**config.mk**
```make
export PLATFORM = sky130hd
export DESIGN_NAME = pool_feature_serializer
export DESIGN_NICKNAME = d
export VERILOG_FILES = /design/src/rtl/pool_feature_serializer.sv
export SDC_FILE = /design/constraint.sdc
export NUM_CORES = 1
export LEC_CHECK = 0
export ABC_AREA = 1
export BUFFER_PORTS_ARGS = -buffer_cell sky130_fd_sc_hd__buf_2
export CAP_MARGIN = 20
export CELL_PAD_IN_SITES_DETAIL_PLACEMENT = 1
export CELL_PAD_IN_SITES_GLOBAL_PLACEMENT = 1
export CORE_MARGIN = 2
export CORE_UTILIZATION = 40
export CTS_BUF_LIST = sky130_fd_sc_hd__clkbuf_4 sky130_fd_sc_hd__clkbuf_8 sky130_fd_sc_hd__clkbuf_16
export DETAILED_ROUTE_END_ITERATION = 10
export PLACE_DENSITY = 0.73
export SLEW_MARGIN = 20
export SYNTH_ARGS = -nofsm -noshare
export SYNTH_HDL_FRONTEND = slang
export SYNTH_SLANG_ARGS = --single-unit
```
**constraint.sdc**
```tcl
create_clock -name clk -period 5.1 [get_ports clk]
set_input_delay 0.51 -clock clk [delete_from_list [all_inputs] [get_ports clk]]
set_output_delay 0.51 -clock clk [all_outputs]
set_load 0.05 [all_outputs]
```
**src/rtl/pool_feature_serializer.sv**
```systemverilog
// Buffers 6-channel pooled feature vectors in a small FIFO and streams them out
// as requantized bytes (ReLU, rounding shift, u8 saturation) over valid/ready.
module pool_feature_serializer #(
    parameter int DATA_WIDTH   = 16,
    parameter int NUM_CHANNELS = 6,
    parameter int OUT_WIDTH    = 8,
    parameter int FRAC_SHIFT   = 4,
    parameter int FIFO_DEPTH   = 4,
    parameter int FRAME_PIXELS = 196
) (
    input  logic                                 clk,
    input  logic                                 rst,
    input  logic                                 i_valid,
    input  logic [NUM_CHANNELS*DATA_WIDTH-1:0]   i_features,
    input  logic                                 i_ready,
    output logic                                 o_valid,
    output logic [OUT_WIDTH-1:0]                 o_data,
    output logic [$clog2(NUM_CHANNELS)-1:0]      o_channel,
    output logic                                 o_last,
    output logic                                 o_overflow
);

    localparam int CH_W  = $clog2(NUM_CHANNELS);
    localparam int PTR_W = (FIFO_DEPTH > 1) ? $clog2(FIFO_DEPTH) : 1;
    localparam int CNT_W = $clog2(FIFO_DEPTH + 1);
    localparam int PIX_W = (FRAME_PIXELS > 1) ? $clog2(FRAME_PIXELS) : 1;
    localparam int VEC_W = NUM_CHANNELS * DATA_WIDTH;
    localparam int SUM_W = DATA_WIDTH + 1;

    localparam logic [CH_W-1:0]      LAST_CH   = CH_W'(NUM_CHANNELS - 1);
    localparam logic [PTR_W-1:0]     LAST_PTR  = PTR_W'(FIFO_DEPTH - 1);
    localparam logic [CNT_W-1:0]     DEPTH_CNT = CNT_W'(FIFO_DEPTH);
    localparam logic [PIX_W-1:0]     LAST_PIX  = PIX_W'(FRAME_PIXELS - 1);
    localparam logic [SUM_W-1:0]     ROUND     = SUM_W'(2 ** (FRAC_SHIFT - 1));
    localparam logic [SUM_W-1:0]     MAX_Y     = SUM_W'(2 ** OUT_WIDTH - 1);
    localparam logic [OUT_WIDTH-1:0] MAX_OUT   = {OUT_WIDTH{1'b1}};

    localparam logic [0:0] EMPTY  = 1'b0;
    localparam logic [0:0] LOADED = 1'b1;

    logic [VEC_W-1:0]      mem [FIFO_DEPTH];
    logic [PTR_W-1:0]      wr_ptr, rd_ptr;
    logic [CNT_W-1:0]      count;
    logic [CH_W-1:0]       chan_idx;
    logic [PIX_W-1:0]      pixel_cnt;
    logic [0:0]            state;

    logic [VEC_W-1:0]      head_vec;
    logic [DATA_WIDTH-1:0] head_elem;
    logic [SUM_W-1:0]      sum;
    logic [SUM_W-1:0]      shifted;
    logic [OUT_WIDTH-1:0]  req_byte;
    logic                  load, last_chan, pop, wr_en;

    assign o_valid   = (state == LOADED);
    assign head_vec  = mem[rd_ptr];
    assign last_chan = (chan_idx == LAST_CH);
    // The output register only refills when it is empty or its byte leaves this cycle.
    assign load      = (count != '0) && (!o_valid || i_ready);
    assign pop       = load && last_chan;
    assign wr_en     = i_valid && ((count != DEPTH_CNT) || pop);

    always_comb begin
        head_elem = '0;
        for (int c = 0; c < NUM_CHANNELS; c++) begin
            if (chan_idx == CH_W'(c)) head_elem = head_vec[c*DATA_WIDTH +: DATA_WIDTH];
        end
    end

    // One extra bit of headroom keeps the rounding add from wrapping at the positive limit.
    always_comb begin
        sum     = {1'b0, head_elem} + ROUND;
        shifted = sum >> FRAC_SHIFT;
        if (head_elem[DATA_WIDTH-1])
            req_byte = '0;
        else if (shifted > MAX_Y)
            req_byte = MAX_OUT;
        else
            req_byte = shifted[OUT_WIDTH-1:0];
    end

    always_ff @(posedge clk) begin
        if (wr_en) mem[wr_ptr] <= i_features;
    end

    always_ff @(posedge clk) begin
        if (rst) begin
            state      <= EMPTY;
            o_data     <= '0;
            o_channel  <= '0;
            o_last     <= 1'b0;
            o_overflow <= 1'b0;
            wr_ptr     <= '0;
            rd_ptr     <= '0;
            count      <= '0;
            chan_idx   <= '0;
            pixel_cnt  <= '0;
        end else begin
            if (wr_en) wr_ptr <= (wr_ptr == LAST_PTR) ? '0 : wr_ptr + PTR_W'(1);
            if (pop)   rd_ptr <= (rd_ptr == LAST_PTR) ? '0 : rd_ptr + PTR_W'(1);

            case ({wr_en, pop})
                2'b10:   count <= count + CNT_W'(1);
                2'b01:   count <= count - CNT_W'(1);
                default: count <= count;
            endcase

            if (i_valid && !wr_en) o_overflow <= 1'b1;

            if (load) begin
                o_data    <= req_byte;
                o_channel <= chan_idx;
                o_last    <= last_chan && (pixel_cnt == LAST_PIX);
                chan_idx  <= last_chan ? '0 : chan_idx + CH_W'(1);
                if (last_chan) pixel_cnt <= (pixel_cnt == LAST_PIX) ? '0 : pixel_cnt + PIX_W'(1);
            end

            case (state)
                EMPTY:  if (load) state <= LOADED;
                LOADED: if (i_ready && !load) state <= EMPTY;
            endcase
        end
    end

endmodule
```
; Word-level counts from Yosys, hierarchy flattened
; Memory sizes are Yosys's and may differ from the RTL's. A register that Yosys moved wholly into a read port is not among the register bits.
; Cells that the tools add are included.
[totals]
ff_bits = 32
mem_bits_rw = 384
input_bits = 100
elab_cells = 66
n_memories = 1
[classes]
n_addsub = 7
magnitude_cmp = 1
eq_ne = 11
n_mux = 20
bitwise = 1
reduce_logical = 15
[mem_list]
columns = memory, depth, word_bits, rd, rd_clocked_by_memory_dff, wr, line_no
row1 = mem, 4, 96, 1, 1, 1, 41  ; logic [VEC_W-1:0] mem [FIFO_DEPTH];
[ops]
columns = op, count
row1 = 2-to-1 mux 16 bit, 6
row2 = 2-to-1 mux 8 bit, 3
row3 = adder 16 x 4 -> 17 bit (second input constant), 1
row4 = greater-than comparator 13 x 8 -> 1 bit (second input constant), 1
row5 = adder 8 x 1 -> 8 bit (second input constant), 1
row6 = == test 8 bit (second input constant), 1
row7 = 2-to-1 mux 2 bit, 4
row8 = adder 3 x 1 -> 3 bit (second input constant), 2
row9 = == test 2 bit (second input constant), 3
row10 = == test 3 x 2 -> 1 bit (second input constant), 2
row11 = == test 3 bit (second input constant), 2
row12 = logical AND 1 bit, 6
row13 = case mux 3 bit (2 select lines), 1
row14 = adder 2 x 1 -> 2 bit (second input constant), 2
row15 = 2-to-1 mux 1 bit, 4
row16 = == test 3 x 1 -> 1 bit (second input constant), 1
row17 = logical NOT 1 bit, 3
row18 = logical NOT 3 bit, 1
row19 = 2-to-1 mux 3 bit, 1
row20 = != test 3 bit (second input constant), 1
row21 = nonzero test 3 bit, 1
row22 = subtractor 3 x 1 -> 3 bit (second input constant), 1
row23 = == test 2 x 1 -> 1 bit (second input constant), 1
row24 = logical OR 1 bit, 2
row25 = 4 further kinds, 4

; Logic depth before layout (Yosys ltp)
[depth]
depth_word = 11
ltp_mapped = 21

; Least setup slack after synthesis
; No wires, ideal clock.
[synth_path]
kind = register to register
startpoint = reg state, in the netlist o_valid
endpoint = mem mem[0][10] in the netlist's numbering (enable)
arrival_ns = 4.791
setup_slack_ns = -0.206
stages_incl_launch_ff = 10
period_less_slack_ns = 5.306
path_cell_list = dfxtp_1 > inv_1 > nor2_1 > a21oi_2 > inv_2 > nor2_4 > inv_2 > a31oi_1 > inv_1 > nor2_1
[synth_via]
elab_chain_cells = 8
[synth_lines]
columns = item, line_no
row1 = from (decl), 46  ; logic [0:0] state;
row2 = from (signal assigned), 88  ; state <= EMPTY;
row3 = from (signal assigned), 119  ; EMPTY: if (load) state <= LOADED;
row4 = from (signal assigned), 120  ; LOADED: if (i_ready && !load) state <= EMPTY;
row5 = logical NOT 1 bit, 59  ; assign load = (count != '0) && (!o_valid || i_ready);
row6 = logical OR 1 bit, 59
row7 = logical AND 1 bit, 59
row8 = logical AND 1 bit, 60  ; assign pop = load && last_chan;
row9 = logical OR 1 bit, 61  ; assign wr_en = i_valid && ((count != DEPTH_CNT) || pop);
row10 = logical AND 1 bit, 61
row11 = 2-to-1 mux 1 bit, 83  ; if (wr_en) mem[wr_ptr] <= i_features;
row12 = 2-to-1 mux 1 bit (implied by the code), 83
row13 = to (decl), 41
; No other way between the ends.

; Final worst setup path
[layout_path]
startpoint = reg chan_idx[2]
endpoint = mem mem[2][68] in the netlist's numbering (enable)
[layout_via]
elab_chain_cells = 6
[layout_lines]
columns = item, line_no
row1 = from (decl), 44  ; logic [CH_W-1:0] chan_idx;
row2 = from (signal assigned), 114  ; chan_idx <= last_chan ? '0 : chan_idx + CH_W'(1);
row3 = == test 3 bit, 57  ; assign last_chan = (chan_idx == LAST_CH);
row4 = logical AND 1 bit, 60
row5 = logical OR 1 bit, 61
row6 = logical AND 1 bit, 61
row7 = 2-to-1 mux 1 bit, 83
row8 = 2-to-1 mux 1 bit (implied by the code), 83
; No other way between the ends.

==> out/metrics.yaml <==
power_and_ir_drop:
  p_leak_uw: 0.00610
  p_per_area_nw_per_um2: 411
  finalPower_uw: 6730
  ir_drop_mv: 0.206
timing:
  fin_ws_ns: 1.64
  min_period_ns: 3.46
  max_freq_mhz: 289
  setup_viol_count_final: 0
  tightest_slew_ns: 0.974
  post-route-period-util_pct: 67.8
  finalHoldViolCount: 0
  drv_slew: 0
  grt_setup_unrepaired: "false"
  fin_skew_ns: 0.0112
  slew-limit-headroom_pct: 35.0
clocking:
  htreeDepth: 2
  cts_setup_buffers: 0
  cts_num_sinks: 346
  cts_resized: 0
  clockBufferDepth: 3
  cts_tree: "yes"
  clock_latency_ns: 0.53
  ctsHoldBuffers: 0
  numCtsBuffers: 37
  clk_pin_slew_ns: 0.06
  root_buffer: "clkbuf_16"
logic_synthesis:
  yosysMostFrequentCell: "edfxtp_1"
  synthTopCellsByArea: "edfxtp_1 65%, nand2_1 7.6%, dfxtp_1 4.7%, nand3_1 3.9%, nor2_1 3.1%"
  synth_commonest_cells: "312 x edfxtp_1, 291 x nand2_1, 120 x nor2_1"
  synth_top_area_share_pct: 65.0
  async_flop_share_pct: 0
  synth_edf_count: 312
  synth-warning-count: 0
  syn_nets: 1349
  yosysSeqAreaShare_pct: 69.7
  synth.largest_area_cell: "edfxtp_1"
  yosysUniqueCellTypes: 46
  postSynthCellCount: 1240
  avgSynthCellArea_um2: 11.6
  synth_ff_type: "edfxtp_1"
  ys_seq_elements: 346
  synth_area_um2: 14400
drt:
  antenna_left: 0
  via_per_inst: 5.21
  via_count: 9473
  drt-initial-drc-count: 604
  wl_per_cell_um: 19.6
  firstDrtPassIters: 5
  routed_wl_um: 35600
  route.detailed.drc: 0
setup_path:
  end_kind: "flip-flop"
  worst-r2r-cell-count: 11
  worst-setup-path-type: "reg2reg"
  reg2reg_slack_ns: 1.64
  r2r-end: "mem[2][68]$_DFFE_PP_"
  worstPathArrival_ns: 3.62
  critPathLaunchType: "flip-flop"
  regToRegStartpoint: "chan_idx[2]$_SDFFE_PP0P_"
  critPathRequiredTime_ns: 5.26
  cp_max_fo: 39
status:
  status: "completed"
grt:
  grt-ovfl-total: 0
  grt_pass1_wl_um: 55300
  grt_use_total_pct: 18.9
  first_global_vias: 9968
  grt_antenna_before_repair: 11
  grt_max_degree: 94
final_layout:
  layout.nets: 1434
  drive_above_1_share_pct: 15.8
  syn_to_final_growth_pct: 13.7
  final_cell_area_um2: 16400
floorplan:
  io_pins: 114
  core_area_um2: 35500
  die-area_um2: 37600
  initial_utilization_pct: 40.6
  die_w_um: 194
  placementRows: 69
  die_y_um: 194
placement:
  post-dp-hpwl_um: 20800
  gp_congestion: 0.729
  port_buffers: 95
  pre_cts_ws_ns: 1.67
  dpl-instance-area_um2: 15200
hold_path:
  hold_path_class: "in2reg"
  hold-path-endpoint: "mem[0][3]$_DFFE_PP_"
  hp-start: "i_features[3]"
  hold_path_depth: 1
job:
  drv_cap: 0
[critical path: stages, from the launching register on]
cell	delay, ns
dfxtp_1	0.36
inv_2	0.07
nor2_2	0.11
inv_2	0.19
nor2_4	0.51
inv_1	0.23
nor2_4	0.30
inv_2	0.13
a31oi_1	0.21
inv_1	0.26
nor2_4	0.15
buf_4	0.51
[cell families after synthesis]
| kind of cell | share of synthesized area, % |
|---|---|
| DFF | 69.7 |
| buffers and inverters | 5.34 |
| xor gates and xnor gates | 0.365 |
| and+or+nand+nor | 16.4 |
| AOI/OAI and AO/OA | 7.28 |
| adders and majority gates | 0.834 |
| muxes | 0.0695 |
[stage by stage]
stage          std cells  util (%)  setup TNS [ns]  hold WS, ns
4_1_cts             1814      46.2               0        0.164
2_1_floorplan       1240         -          -64.39        0.422
5_1_grt             1817      46.2               0        0.172
3_3_place_gp        1747      42.8               0        0.438
3_5_place_dp        1747      42.8               0        0.442
6_report            1819      46.2               0        0.192
[cell usage in the layout (no fill, tap or decap), types with 14 or more instances in the layout]
cell type | synthesis | routed
inv_1 | 72 | 72
o22ai_1 | 14 | 14
edfxtp_1 | 312 | 312
dfxtp_1 | 34 | 32
nand3_1 | 112 | 112
clkbuf_16 | 0 | 39
o21ai_0 | 80 | 80
buf_2 | 22 | 95
o21ai_1 | 14 | 14
a21oi_1 | 33 | 33
nor2_1 | 120 | 115
nand2_1 | 291 | 291
[power breakdown]
group / internal, uW / leakage [uW] / total [uW] / switching [uW]
logic: 225 / 0.00237 / 841 / 616
clock network: 1520 / 0.000588 / 2590 / 1070
registers: 3250 / 0.00314 / 3300 / 52.7
[routing by layer]
metal	global-route usage (%)	share of wire, %	vias to the layer above
met2	31.7	49	177
li1	-	-	4503
met3	4.89	5.5	59
met1	24.2	44	4720
met4	5.77	2.1	14
met5	0	0.25	-
[layout make-up]
cell class | count | area (um2)
tap | 461 | 577
sequential | 346 | 10100
fill | 3737 | 19100
inverter | 80 | 305
clock inverter | 17 | 118
antenna | 5 | 12.5
timing repair buffer | 108 | 636
multi-input combinational | 752 | 3620
clock buffer | 50 | 1060
[worst max path at each step]
| stage | cells past startpoint | start | end |
|---|---|---|---|
| floorplan | 9 | o_valid$_SDFF_PP0_ | mem[0][10]$_DFFE_PP_ |
| global placement | 11 | chan_idx[2]$_SDFFE_PP0P_ | mem[2][11]$_DFFE_PP_ |
| detailed placement | 11 | chan_idx[2]$_SDFFE_PP0P_ | mem[2][25]$_DFFE_PP_ |
| CTS | 11 | chan_idx[2]$_SDFFE_PP0P_ | mem[2][68]$_DFFE_PP_ |
| global route | 11 | chan_idx[2]$_SDFFE_PP0P_ | mem[2][87]$_DFFE_PP_ |
| finish | 11 | chan_idx[2]$_SDFFE_PP0P_ | mem[2][68]$_DFFE_PP_ |
[state kept, by name, summed over array words and instances, names as in the netlist, named ones only]
name / flops
pixel_cnt: 8
o_valid: 1
o_last: 1
o_channel: 3
wr_ptr: 2
o_data: 8
mem: 312
chan_idx: 3
rd_ptr: 2
o_overflow: 1
count: 3
(Power assumes the default switching activity.)
